### src/rtl/mem_arbiter.sv
`default_nettype none
// ============================================================================
// Module   : mem_arbiter
// Purpose  : Round-robin arbiter sharing one variable-latency memory bus
//            between the fetch port and the data port, with timeout abort.
// Revision : 1.0
// ============================================================================
module mem_arbiter #(
    parameter int AW      = 32,
    parameter int DW      = 32,
    parameter int TIMEOUT = 255
) (
    input  logic            clk,
    input  logic            nrst,
    input  logic            i_req,
    input  logic [AW-1:0]   i_addr,
    output logic [DW-1:0]   i_rdata,
    output logic            i_ack,
    output logic            i_err,
    input  logic            d_req,
    input  logic            d_we,
    input  logic [DW/8-1:0] d_be,
    input  logic [AW-1:0]   d_addr,
    input  logic [DW-1:0]   d_wdata,
    output logic [DW-1:0]   d_rdata,
    output logic            d_ack,
    output logic            d_err,
    output logic            m_req,
    output logic            m_we,
    output logic [DW/8-1:0] m_be,
    output logic [AW-1:0]   m_addr,
    output logic [DW-1:0]   m_wdata,
    input  logic [DW-1:0]   m_rdata,
    input  logic            m_ack,
    output logic            busy,
    output logic            grant_d
);

    localparam logic [15:0] c_cnt_last = 16'(TIMEOUT - 1);

    typedef enum logic [1:0] {
        ST_IDLE = 2'd0,
        ST_BUSY = 2'd1,
        ST_RESP = 2'd2
    } state_t;

    state_t      r_state;
    logic [15:0] r_cnt;
    logic        r_last_d;
    logic        w_pick_d;

    // Data wins when it is alone, or on a tie when fetch had the last grant.
    assign w_pick_d = d_req & (~i_req | ~r_last_d);

    always_ff @(posedge clk or negedge nrst) begin
        if (!nrst) begin
            r_state  <= ST_IDLE;
            r_cnt    <= '0;
            r_last_d <= 1'b1;
            i_rdata  <= '0;
            i_ack    <= 1'b0;
            i_err    <= 1'b0;
            d_rdata  <= '0;
            d_ack    <= 1'b0;
            d_err    <= 1'b0;
            m_req    <= 1'b0;
            m_we     <= 1'b0;
            m_be     <= '0;
            m_addr   <= '0;
            m_wdata  <= '0;
            busy     <= 1'b0;
            grant_d  <= 1'b0;
        end else begin
            i_ack <= 1'b0;
            i_err <= 1'b0;
            d_ack <= 1'b0;
            d_err <= 1'b0;
            case (r_state)
                ST_IDLE: begin
                    if (i_req || d_req) begin
                        grant_d  <= w_pick_d;
                        r_last_d <= w_pick_d;
                        busy     <= 1'b1;
                        m_req    <= 1'b1;
                        r_cnt    <= '0;
                        r_state  <= ST_BUSY;
                        if (w_pick_d) begin
                            m_we    <= d_we;
                            m_be    <= d_be;
                            m_addr  <= d_addr;
                            m_wdata <= d_wdata;
                        end else begin
                            m_we    <= 1'b0;
                            m_be    <= '1;
                            m_addr  <= i_addr;
                            m_wdata <= '0;
                        end
                    end
                end
                ST_BUSY: begin
                    // Acknowledge takes priority over a timeout in the same cycle.
                    if (m_ack) begin
                        m_req   <= 1'b0;
                        r_state <= ST_RESP;
                        if (grant_d) begin
                            d_ack   <= 1'b1;
                            d_rdata <= m_rdata;
                        end else begin
                            i_ack   <= 1'b1;
                            i_rdata <= m_rdata;
                        end
                    end else if (r_cnt == c_cnt_last) begin
                        m_req   <= 1'b0;
                        r_state <= ST_RESP;
                        if (grant_d) begin
                            d_err   <= 1'b1;
                            d_rdata <= '0;
                        end else begin
                            i_err   <= 1'b1;
                            i_rdata <= '0;
                        end
                    end else begin
                        r_cnt <= r_cnt + 16'd1;
                    end
                end
                ST_RESP: begin
                    busy    <= 1'b0;
                    grant_d <= 1'b0;
                    r_state <= ST_IDLE;
                end
                default: begin
                    r_state <= ST_IDLE;
                end
            endcase
        end
    end

endmodule
`default_nettype wire

### config.mk
export PLATFORM = sky130hd
export DESIGN_NAME = mem_arbiter
export DESIGN_NICKNAME = d
export VERILOG_FILES = /design/src/rtl/mem_arbiter.sv
export SDC_FILE = /design/constraint.sdc
export NUM_CORES = 1
export LEC_CHECK = 0
export ABC_AREA = 0
export CAP_MARGIN = 10
export CELL_PAD_IN_SITES_DETAIL_PLACEMENT = 0
export CELL_PAD_IN_SITES_GLOBAL_PLACEMENT = 1
export CORE_UTILIZATION = 35
export CTS_BUF_LIST = sky130_fd_sc_hd__clkbuf_4 sky130_fd_sc_hd__clkbuf_8
export DETAILED_ROUTE_END_ITERATION = 7
export GPL_ROUTABILITY_DRIVEN = 1
export PLACE_DENSITY = 0.9
export SYNTH_ARGS = -nofsm -noshare
export SYNTH_HDL_FRONTEND = slang
export SYNTH_SLANG_ARGS = --single-unit
### constraint.sdc
create_clock -name clk -period 3.1 [get_ports clk]
set_input_delay 0.465 -clock clk [delete_from_list [all_inputs] [get_ports clk]]
set_output_delay 0.465 -clock clk [all_outputs]
set_load 0.02 [all_outputs]
# --- Word-level counts from Yosys, hierarchy flattened ---
# Index checks and enable logic that the tools add are counted.
word_totals:
  regBits: 159
  ramBits: 0
  rom_bits: 0
  wordCells: 80
  memories: 0
  latchBits: 0
  output_inout_bits: 140
classes:
  div_mod_pow: 0
  order_cmp: 0
  muxes: 39
  n_reduce_logical: 12
  bitwise: 5
  eq_ne: 7
  mul: 0
  n_shift: 0
  addsub: 1
ops:
  columns: ["cell", "n"]
  rows:
  - ["32-bit two-way mux", 10]
  - ["16-bit two-way mux", 3]
  - ["16-bit case mux with 2 select lines", 1]
  - ["1-bit two-way mux", 17]
  - ["16-bit by 1-bit adder with 16-bit output (second input constant)", 1]
  - ["16-bit by 8-bit equality test with 1-bit output (second input constant)", 1]
  - ["3-bit AND reduction", 3]
  - ["2-bit two-way mux", 3]
  - ["2-bit != test (second input constant)", 3]
  - ["1-bit case mux with 2 select lines", 3]
  - ["2-bit AND reduction", 3]
  - ["2-bit nonzero test", 3]
  - ["4-bit two-way mux", 1]
  - ["2-bit case mux with 2 select lines", 1]
  - ["4-bit AND reduction", 1]
  - ["3-bit != test (second input constant)", 1]
  - ["1-bit inverter", 3]
  - ["2-bit by 1-bit equality test with 1-bit output (second input constant)", 1]
  - ["2-bit equality test (second input constant)", 1]
  - ["2-bit zero test", 1]
  - ["1-bit bitwise AND", 1]
  - ["1-bit logical OR", 1]
  - ["1-bit OR", 1]

# --- Depth between registers and ports, before layout ---
# Gate-level depths: netlist (run 1).
logic_depth:
  word_depth: 5
  depth_mapped: 8
  ltp_nobuf: 7

# --- Least setup slack after synthesis (run 1) ---
# Ideal clock, no wire load.
synth_timing:
  path_kind: "register to register"
  start: "reg r_cnt[0]"
  end: "reg i_rdata[31]"
  stages_incl_launch_ff: 8
  t_arrival_ns: 1.813
  required_time_ns: 3.021
  path_buffers: 1
  slack_ns: 1.208
  period_less_slack_ns: 1.892
  path_cell_list: "dfrtp_1 inv_1 ha_1 and4bb_1 nand4_4 a211oi_4 buf_6 mux2i_1"
synth_between:
  elab_chain_cells: 3
synth_lines:
  columns: ["item", "line_no", "source"]
  rows:
  - ["from (decl)", "48", "logic [15:0] r_cnt;"]
  - ["from (signal assigned)", "123", "r_cnt <= r_cnt + 16'd1;"]
  - ["16-bit by 8-bit equality test with 1-bit output", "112", "end else if (r_cnt == c_cnt_last) begin"]
  - ["2-bit nonzero test (no line)", null, null]
  - ["3-bit AND reduction (no line)", null, null]
  - ["to (signal assigned)", "110", "i_rdata <= m_rdata;"]
  - ["to (decl)", "17", "output logic [DW-1:0] i_rdata,"]
# Every way passes these cells.
# A chain may end at the register's enable or synchronous reset.

# --- Worst setup path in the final report (run 1) ---
layout_timing:
  start: "reg r_cnt[0]"
  end: "reg d_rdata[19]"
layout_between:
  elab_chain_cells: 3
layout_lines:
  columns: ["item", "line_no", "source"]
  rows:
  - ["16-bit by 8-bit equality test with 1-bit output", "112", null]
  - ["2-bit nonzero test (no line)", null, null]
  - ["3-bit AND reduction (no line)", null, null]
  - ["to (signal assigned)", "107", "d_rdata <= m_rdata;"]
  - ["to (decl)", "25", "output logic [DW-1:0] d_rdata,"]
# Every way passes these cells.

==> results of run 1 <==
## state kept, by name (all words and copies together), names as in the netlist
signal and flops:
d_err 1, i_err 1, i_ack 1, busy 1, grant_d 1, i_rdata 32
m_we 1, m_be 4, m_req 1, r_state 2, r_cnt 16, m_addr 32
d_rdata 32, d_ack 1, m_wdata 32, r_last_d 1
## cell usage in the layout (no fill, tap or decap), types with 5 or more instances in the layout
cell type | synthesis | routed
a21oi_1 | 6 | 6
a31oi_1 | 47 | 47
buf_4 | 3 | 12
clkbuf_8 | 0 | 18
clkdlybuf4s50_1 | 0 | 276
dfrtp_1 | 158 | 158
inv_1 | 68 | 68
inv_8 | 0 | 5
mux2i_1 | 64 | 64
nand2_1 | 184 | 184
nand3_1 | 39 | 39
nor2_1 | 41 | 41
nor3_1 | 6 | 5
nor4_1 | 7 | 7
o21a_1 | 6 | 6
o21ai_0 | 9 | 9
## per-stage QoR
step | std cells | total power, mW | setup WS [ns]
after floorplan | 718 | 5.82 | 1.21
after global placement | 1233 | 8.10 | 0.723
after detailed placement | 1233 | 8.18 | 0.656
after CTS | 1265 | 9.84 | 0.767
after global routing | 1265 | 10.3 | 0.596
final | 1265 | 9.72 | 0.780
## Yosys cell counts
cell | n | area share [%]
clkinv_1 | 1 | 0.054
ha_1 | 2 | 0.36
dfstp_2 | 1 | 0.38
o41ai_1 | 1 | 0.13
o22a_1 | 2 | 0.25
a211oi_4 | 1 | 0.29
o31ai_1 | 1 | 0.11
o311ai_0 | 1 | 0.13
o2bb2ai_1 | 2 | 0.25
inv_1 | 68 | 3.7
and4_1 | 1 | 0.13
o211ai_1 | 1 | 0.11
and2_1 | 3 | 0.27
or2_2 | 1 | 0.090
o21a_1 | 6 | 0.65
buf_4 | 3 | 0.32
nor2_1 | 41 | 2.2
nand2b_1 | 2 | 0.18
o21ai_0 | 9 | 0.65
and4bb_1 | 2 | 0.36
o22ai_1 | 1 | 0.090
a31oi_1 | 47 | 4.2
mux2i_1 | 64 | 9.2
buf_2 | 1 | 0.072
nor4_1 | 7 | 0.63
inv_2 | 1 | 0.054
nand2_1 | 184 | 10
clkbuf_1 | 34 | 1.8
nor2b_1 | 2 | 0.18
o21ai_1 | 1 | 0.072
nand3_1 | 39 | 2.8
buf_6 | 3 | 0.49
nand4_4 | 1 | 0.31
a21oi_2 | 2 | 0.25
a221o_1 | 1 | 0.14
or3_1 | 2 | 0.18
dfrtp_1 | 158 | 57
nand4_1 | 4 | 0.36
a21oi_1 | 6 | 0.43
nor3_1 | 6 | 0.43
and3_1 | 2 | 0.18
nor4_4 | 1 | 0.31
a21o_1 | 1 | 0.11
clkbuf_2 | 1 | 0.072
## layout make-up
class	instances	area, µm²
inverter	70	263
multi-input combinational	447	2520
clock buffer	18	248
timing repair buffer	292	2920
clock inverter	14	171
sequential	159	3980
fill	1765	9030
tap	265	332
## final timing paths
kind	startpoint	endpoint	slack [ns]	cells after the start
worst max-delay path	r_cnt[0]$_DFFE_PN0P_	d_rdata[19]$_DFFE_PN0P_	0.78	7
worst min-delay path	nrst	d_rdata[28]$_DFFE_PN0P_	0.007	1
worst max register to register	r_cnt[0]$_DFFE_PN0P_	d_rdata[19]$_DFFE_PN0P_	0.78	7
worst min register to register	m_wdata[7]$_DFFE_PN0P_	m_wdata[7]$_DFFE_PN0P_	0.47	2
max in group asynchronous	nrst	d_rdata[12]$_DFFE_PN0P_	2.21	2
min in group clk	m_wdata[7]$_DFFE_PN0P_	m_wdata[7]$_DFFE_PN0P_	0.47	2
## cell families (layout without fill, tap and decap cells)
logic type	after synthesis	in the layout	share of synthesized area [%]
and+or+nand+nor	298	298	18.6
DFF	159	159	57.3
buffers and inverters	112	394	6.58
AOI/OAI and AO/OA	83	83	7.90
muxes	64	64	9.23
adders and majority gates	2	2	0.360
## metal layers
layer	track usage [%]	up-vias	wire, µm
li1	-	2906	-
met1	23.5	2825	8070
met2	32.5	240	9010
met3	6.81	12	1810
met4	5.26	0	178
met5	0	-	0
## power by group
group	switching (mW)	internal (mW)	leakage (nW)
sequential	0.525	2.92	2.01
combinational	2.52	2.13	2.34
clock	0.852	0.772	0.210
==> summary.md, run 1 <==
| Metric | Value |
|---|---|
| Max-slew violations | 0 |
| Final #Nets | 1,127 |
| Clk sinks | about 160 |
| Final min period | 2.32 ns |
| Worst-path cell chain | inv_1, ha_1, and4bb_1, nand4_4, a21oi_4, buf_4, mux2i_1 |
| Vias in the first global route | 5,914 |
| Hold Buf Count CTS | 0 |
| Worst hold slack | approximately 0.0072 ns |
| Fin Clk Skew | 0.0213 ns |
| # resized after CTS | 0 |
| Hold crit path type | in -> async |
| Fin Setup TNS | 0 ns |
| Worst Path Arrival | 2.67 ns |
| YS warnings | 0 |
| Syn Inst Count | 718 |
| TritonRoute pass-1 iters | 4 |
| Antenna violations before repair | 0 |
| Vias per cell | 4.73 |
| First-pass GRT wire length | 30,700 µm |
| Worst Path Max Fanout | 32 |
| Post-synthesis cell type count | 44 |
| Worst-skew pair later-pin latency | 0.45 ns |
| Crit path largest cell delay | 0.49 ns |
| Register area share after synthesis | between 50% and 60% |
| Crit. End Element | register |
| Critical Path Source Type | register |
| Max Buffers Root-to-Sink | 2 |
| Outcome | complete, no violations |
| CTS tree | built |
| Final wirelength | 19,100 µm |
| Antenna viol nets, final | 0 |
| Syn Area/Cell | 9.67 µm² |
| Final Hold Fails | 0 |
| Clock Pin Slew Worst Setup and Hold Paths | 0.09 ns |
| TritonCTS buffer count | 17 |
| Seq cells post-synth | 159 |
| RePlAce Congestion | 0.812 |
| Crit path required time | 3.45 ns |
| Die height | 143 µm |
| Post-CTS Setup Bufs | 0 |
| Cell Rows | 51 |
| Gr ovfl total | 0 |
| CTS H-tree depth | 4 |
| Total track usage | 19.4% |
| Critical-path top delay cell | buf_4 |
| Fin util | between 50% and 60% |
| Diode count | 0 |
| Top-level I/O count | 278 |
| Area after DPL | about 0.010 mm² |
| DP HPWL | around 14,000 µm |
| Largest net degree at the start of global routing | 65 |
| Leak | 4.56 nW |
| CP top delay family | buffers and inverters |
| DR WL/cell | 15.1 µm |
| Core area | 0.0195 mm² |
| Max_slew headroom | 48.5% |
| Root buf cell | clkbuf_8 |
| Design area | 0.0104 mm² |
| Total die area | 0.0204 mm² |
| Mapped Area | 0.00694 mm² |
| Critical path class | reg -> reg |
| Area grow syn2layout | 50.4% |
| Port Buffers | 277 |
| Power per standard cell area | 931 mW/mm² |
| Chip Width | 143 µm |
| DR iter-0 viols | approximately 270 |
| Unrepaired setup endpoints after global routing | no |
| Worst path buffer plus inverter count | 2 |
| DRC Markers | 0 |
| Final setup vio count | 0 |
| Max cap viols | 0 |
| Worst slew pin tran | 0.770 ns |
| Max VDD drop | 0.443 mV |
| Final worst-path cycle share | between 70 and 80% |
| DR vias | 5,983 |
| FMAX | 431 MHz |
| Starting density of the core | 35.7% |
| Layout cells sized above 1 | 5.80% |
| Syn_nets | between 800 and 900 |
Power figures use the tool's default switching activity.
==> run 2, diff against run 1 <==
--- a/config.mk
+++ b/config.mk
@@ -9,11 +9,11 @@
 export CAP_MARGIN = 10
 export CELL_PAD_IN_SITES_DETAIL_PLACEMENT = 0
 export CELL_PAD_IN_SITES_GLOBAL_PLACEMENT = 1
-export CORE_UTILIZATION = 35
+export CORE_UTILIZATION = 33
 export CTS_BUF_LIST = sky130_fd_sc_hd__clkbuf_4 sky130_fd_sc_hd__clkbuf_8
 export DETAILED_ROUTE_END_ITERATION = 7
 export GPL_ROUTABILITY_DRIVEN = 1
-export PLACE_DENSITY = 0.9
+export PLACE_DENSITY = 0.86
 export SYNTH_ARGS = -nofsm -noshare
 export SYNTH_HDL_FRONTEND = slang
 export SYNTH_SLANG_ARGS = --single-unit
==> constraint.sdc (replaced) <==
create_clock -name clk -period 2.4 [get_ports clk]
set_input_delay 0.36 -clock clk [delete_from_list [all_inputs] [get_ports clk]]
set_output_delay 0.36 -clock clk [all_outputs]
set_load 0.02 [all_outputs]
==> summary.md, run 2 (synthesized netlist as in run 1, its figures left out) <==
| Metric | Value |
|---|---|
| Max VDD drop | 0.496 mV (+12%) |
| Die height | 147 µm (+2.9%) |
| R2r endpoint | i_rdata[12]$_DFFE_PN0P_ |
| Post-CTS Setup Bufs | 0 (unchanged) |
| Worst-path cell chain | inv_1, ha_1, and4bb_1, nand4_4, a211oi_4, buf_12, mux2i_1 |
| Fin Setup TNS | 0 ns (unchanged) |
| Clk sinks | 159 (unchanged) |
| Crit path largest cell delay | 0.42 ns (-0.07 ns) |
| Worst Path Arrival | 2.44 ns (-0.23 ns) |
| Final #Nets | 1,132 (+0.44%) |
| Vias per cell | 4.69 (-0.88%) |
| Total track usage | 18.6% (-0.78 points) |
| Final Hold Fails | 0 (unchanged) |
| Area grow syn2layout | 51.2% |
| Max cap viols | 0 (unchanged) |
| Antenna violations before repair | 0 (unchanged) |
| Worst hold slack | 0.436 ns (+0.429 ns) |
| Worst slew pin tran | 0.635 ns (-0.135 ns) |
| DR WL/cell | 15.2 µm (+0.77%) |
| Met1 Use GR | 22.5% (-0.99 points) |
| Worst Path Max Fanout | 32 (unchanged) |
| Max_slew headroom | 57.7% (+9.2 points) |
| Fin util | 51.4% (-2.2 points) |
| Clock Pin Slew Worst Setup and Hold Paths | 0.11 ns (+0.02 ns) |
| Port Buffers | 277 (unchanged) |
| GR peak layer | met2 |
| Most frequent cells in the layout | clkdlybuf4s50_1, nand2_1, dfrtp_1, inv_1, mux2i_1 |
| TritonRoute pass-1 iters | 4 (unchanged) |
| Max-slew violations | 0 (unchanged) |
| CP Launch Point | r_cnt[0]$_DFFE_PN0P_ |
| Worst-skew pair later-pin latency | 0.46 ns (about the same) |
| Reg2reg start | r_cnt[0]$_DFFE_PN0P_ |
| Worst reg2reg setup slack | 0.33 ns (-0.45 ns) |
| Final min period | 2.07 ns (-0.253 ns) |
| Critical Path Source Type | register |
| M3 GR Usage | 7.64% (+0.83 points) |
| Met2 usage | 30.4% (-2.1 points) |
| CP endpoint | i_rdata[12]$_DFFE_PN0P_ |
| Final worst-path cycle share | 86.1% (+11 points) |
| Vias in the first global route | 6,091 (+3.0%) |
| Max Buffers Root-to-Sink | 2 (unchanged) |
| DR iter-0 viols | 224 (-16%) |
| Most common cell after layout, fill and taps aside | clkdlybuf4s50_1 |
| Unrepaired setup endpoints after global routing | no |
| Largest net degree at the start of global routing | 70 (+7.7%) |
| Root buf cell | clkbuf_8 |
| DR vias | 5,977 (-0.10%) |
| DRC Markers | 0 (unchanged) |
| Core area | 0.0204 mm² (+5.0%) |
| DP HPWL | 13,900 µm (+2.6%) |
| Diode count | 0 (unchanged) |
| Hold crit path type | in -> reg |
| Top-level I/O count | 278 (unchanged) |
| TritonCTS buffer count | 17 (unchanged) |
| Final wirelength | 19,400 µm (+1.6%) |
| CTS tree | built |
| Gr ovfl total | 0 (unchanged) |
| Fin Clk Skew | 0.0262 ns (+0.00490 ns) |
| Critical path class | reg -> reg |
| Final setup vio count | 0 (unchanged) |
| Critical-path top delay cell | dfrtp_1 |
| First-pass GRT wire length | 31,700 µm (+3.0%) |
| Layout cells sized above 1 | 6.17% (+0.37 points) |
| Total die area | 0.0216 mm² (+6.0%) |
| Crit. End Element | register |
| Leak | 4.58 nW (+0.61%) |
| Reg2reg path depth | 7 (unchanged) |
| Antenna viol nets, final | 0 (unchanged) |
| Area after DPL | 0.0101 mm² (+0.74%) |
| Chip Width | 147 µm (+2.9%) |
| FMAX | 484 MHz (+12%) |
| Fillers | 1,878 (+6.4%) |
| Cell Rows | 52 (+2.0%) |
| CTS H-tree depth | 4 (unchanged) |
| Design area | 0.0105 mm² (+0.59%) |
| Outcome | complete, no violations |
| Power per standard cell area | 1190 mW/mm² (+28%) |
| Crit path required time | 2.77 ns (-0.68 ns) |
| RePlAce Congestion | 0.867 (+6.8%) |
| Starting density of the core | 34.0% (-1.7 points) |
## run 2: cell count changes in the layout (fill, tap and decap cells not counted), sizes merged
| cell | previous run | this run |
|---|---|---|
| bufinv | 2 | 0 |
| buf | 16 | 20 |
| dlygate4sd3 | 0 | 1 |
| clkinvlp | 2 | 0 |
| clkbuf | 18 | 17 |
| clkinv | 3 | 8 |
## run 2: what timing repair did
item                      in CTS  in global routing
hold endpoints to repair      66                  0
resized for setup              0                  0
hold buffers                   1                  0
## run 2: worst min path at each step
stage               slack [ns]                       to  depth (start not counted)         from
floorplan                 0.06         busy$_DFFE_PN0P_                          0         nrst
global placement          0.41  d_rdata[27]$_DFFE_PN0P_                          1         nrst
detailed placement        0.41  d_rdata[27]$_DFFE_PN0P_                          1         nrst
CTS                       0.39  m_wdata[25]$_DFFE_PN0P_                          3  d_wdata[25]
global route              0.40   m_wdata[0]$_DFFE_PN0P_                          3   d_wdata[0]
finish                    0.44  m_wdata[25]$_DFFE_PN0P_                          3  d_wdata[25]
## run 2: worst max-delay path: cells and delay by family (launching register included)
family,cells,cell delay [ns]
AO/OA/AOI/OAI,1,0.34
adder cells (fa/ha/maj),1,0.14
buffers and inverters,2,0.38
multiplexers,1,0.22
flip-flops,1,0.42
AND/OR/NAND/NOR,2,0.48
## run 2: metal layers
layer / vias up / wire length, µm
met5: - / 0
met4: 0 / 202
met3: 18 / 2000
met2: 254 / 9070
met1: 2777 / 8100
li1: 2928 / -
## run 2: power by group
group          total, mW  internal (mW)  switching (mW)
Clock               1.96          0.787            1.17
Combinational       6.11           2.80            3.30
Sequential          4.42           3.77           0.649
## run 2: final cells by class
class | instances | area (µm²) | area share [%]
Clock buffer | 17 | 234 | 2.23
Clock inverter | 15 | 163 | 1.55
Inverter | 70 | 263 | 2.50
Tap cell | 270 | 338 | 3.22
Sequential cell | 159 | 3980 | 37.9
Timing Repair Buffer | 297 | 3000 | 28.6
Multi-Input combinational cell | 447 | 2520 | 24.0
## run 2: per-stage QoR
stage,instances,power (mW),setup WS (ns)
2_1_floorplan,718,7.52,0.508
4_1_cts,1275,12.7,0.319
3_3_place_gp,1242,10.6,0.325
3_5_place_dp,1242,10.6,0.297
5_1_grt,1275,13.3,0.161
6_report,1275,12.5,0.333
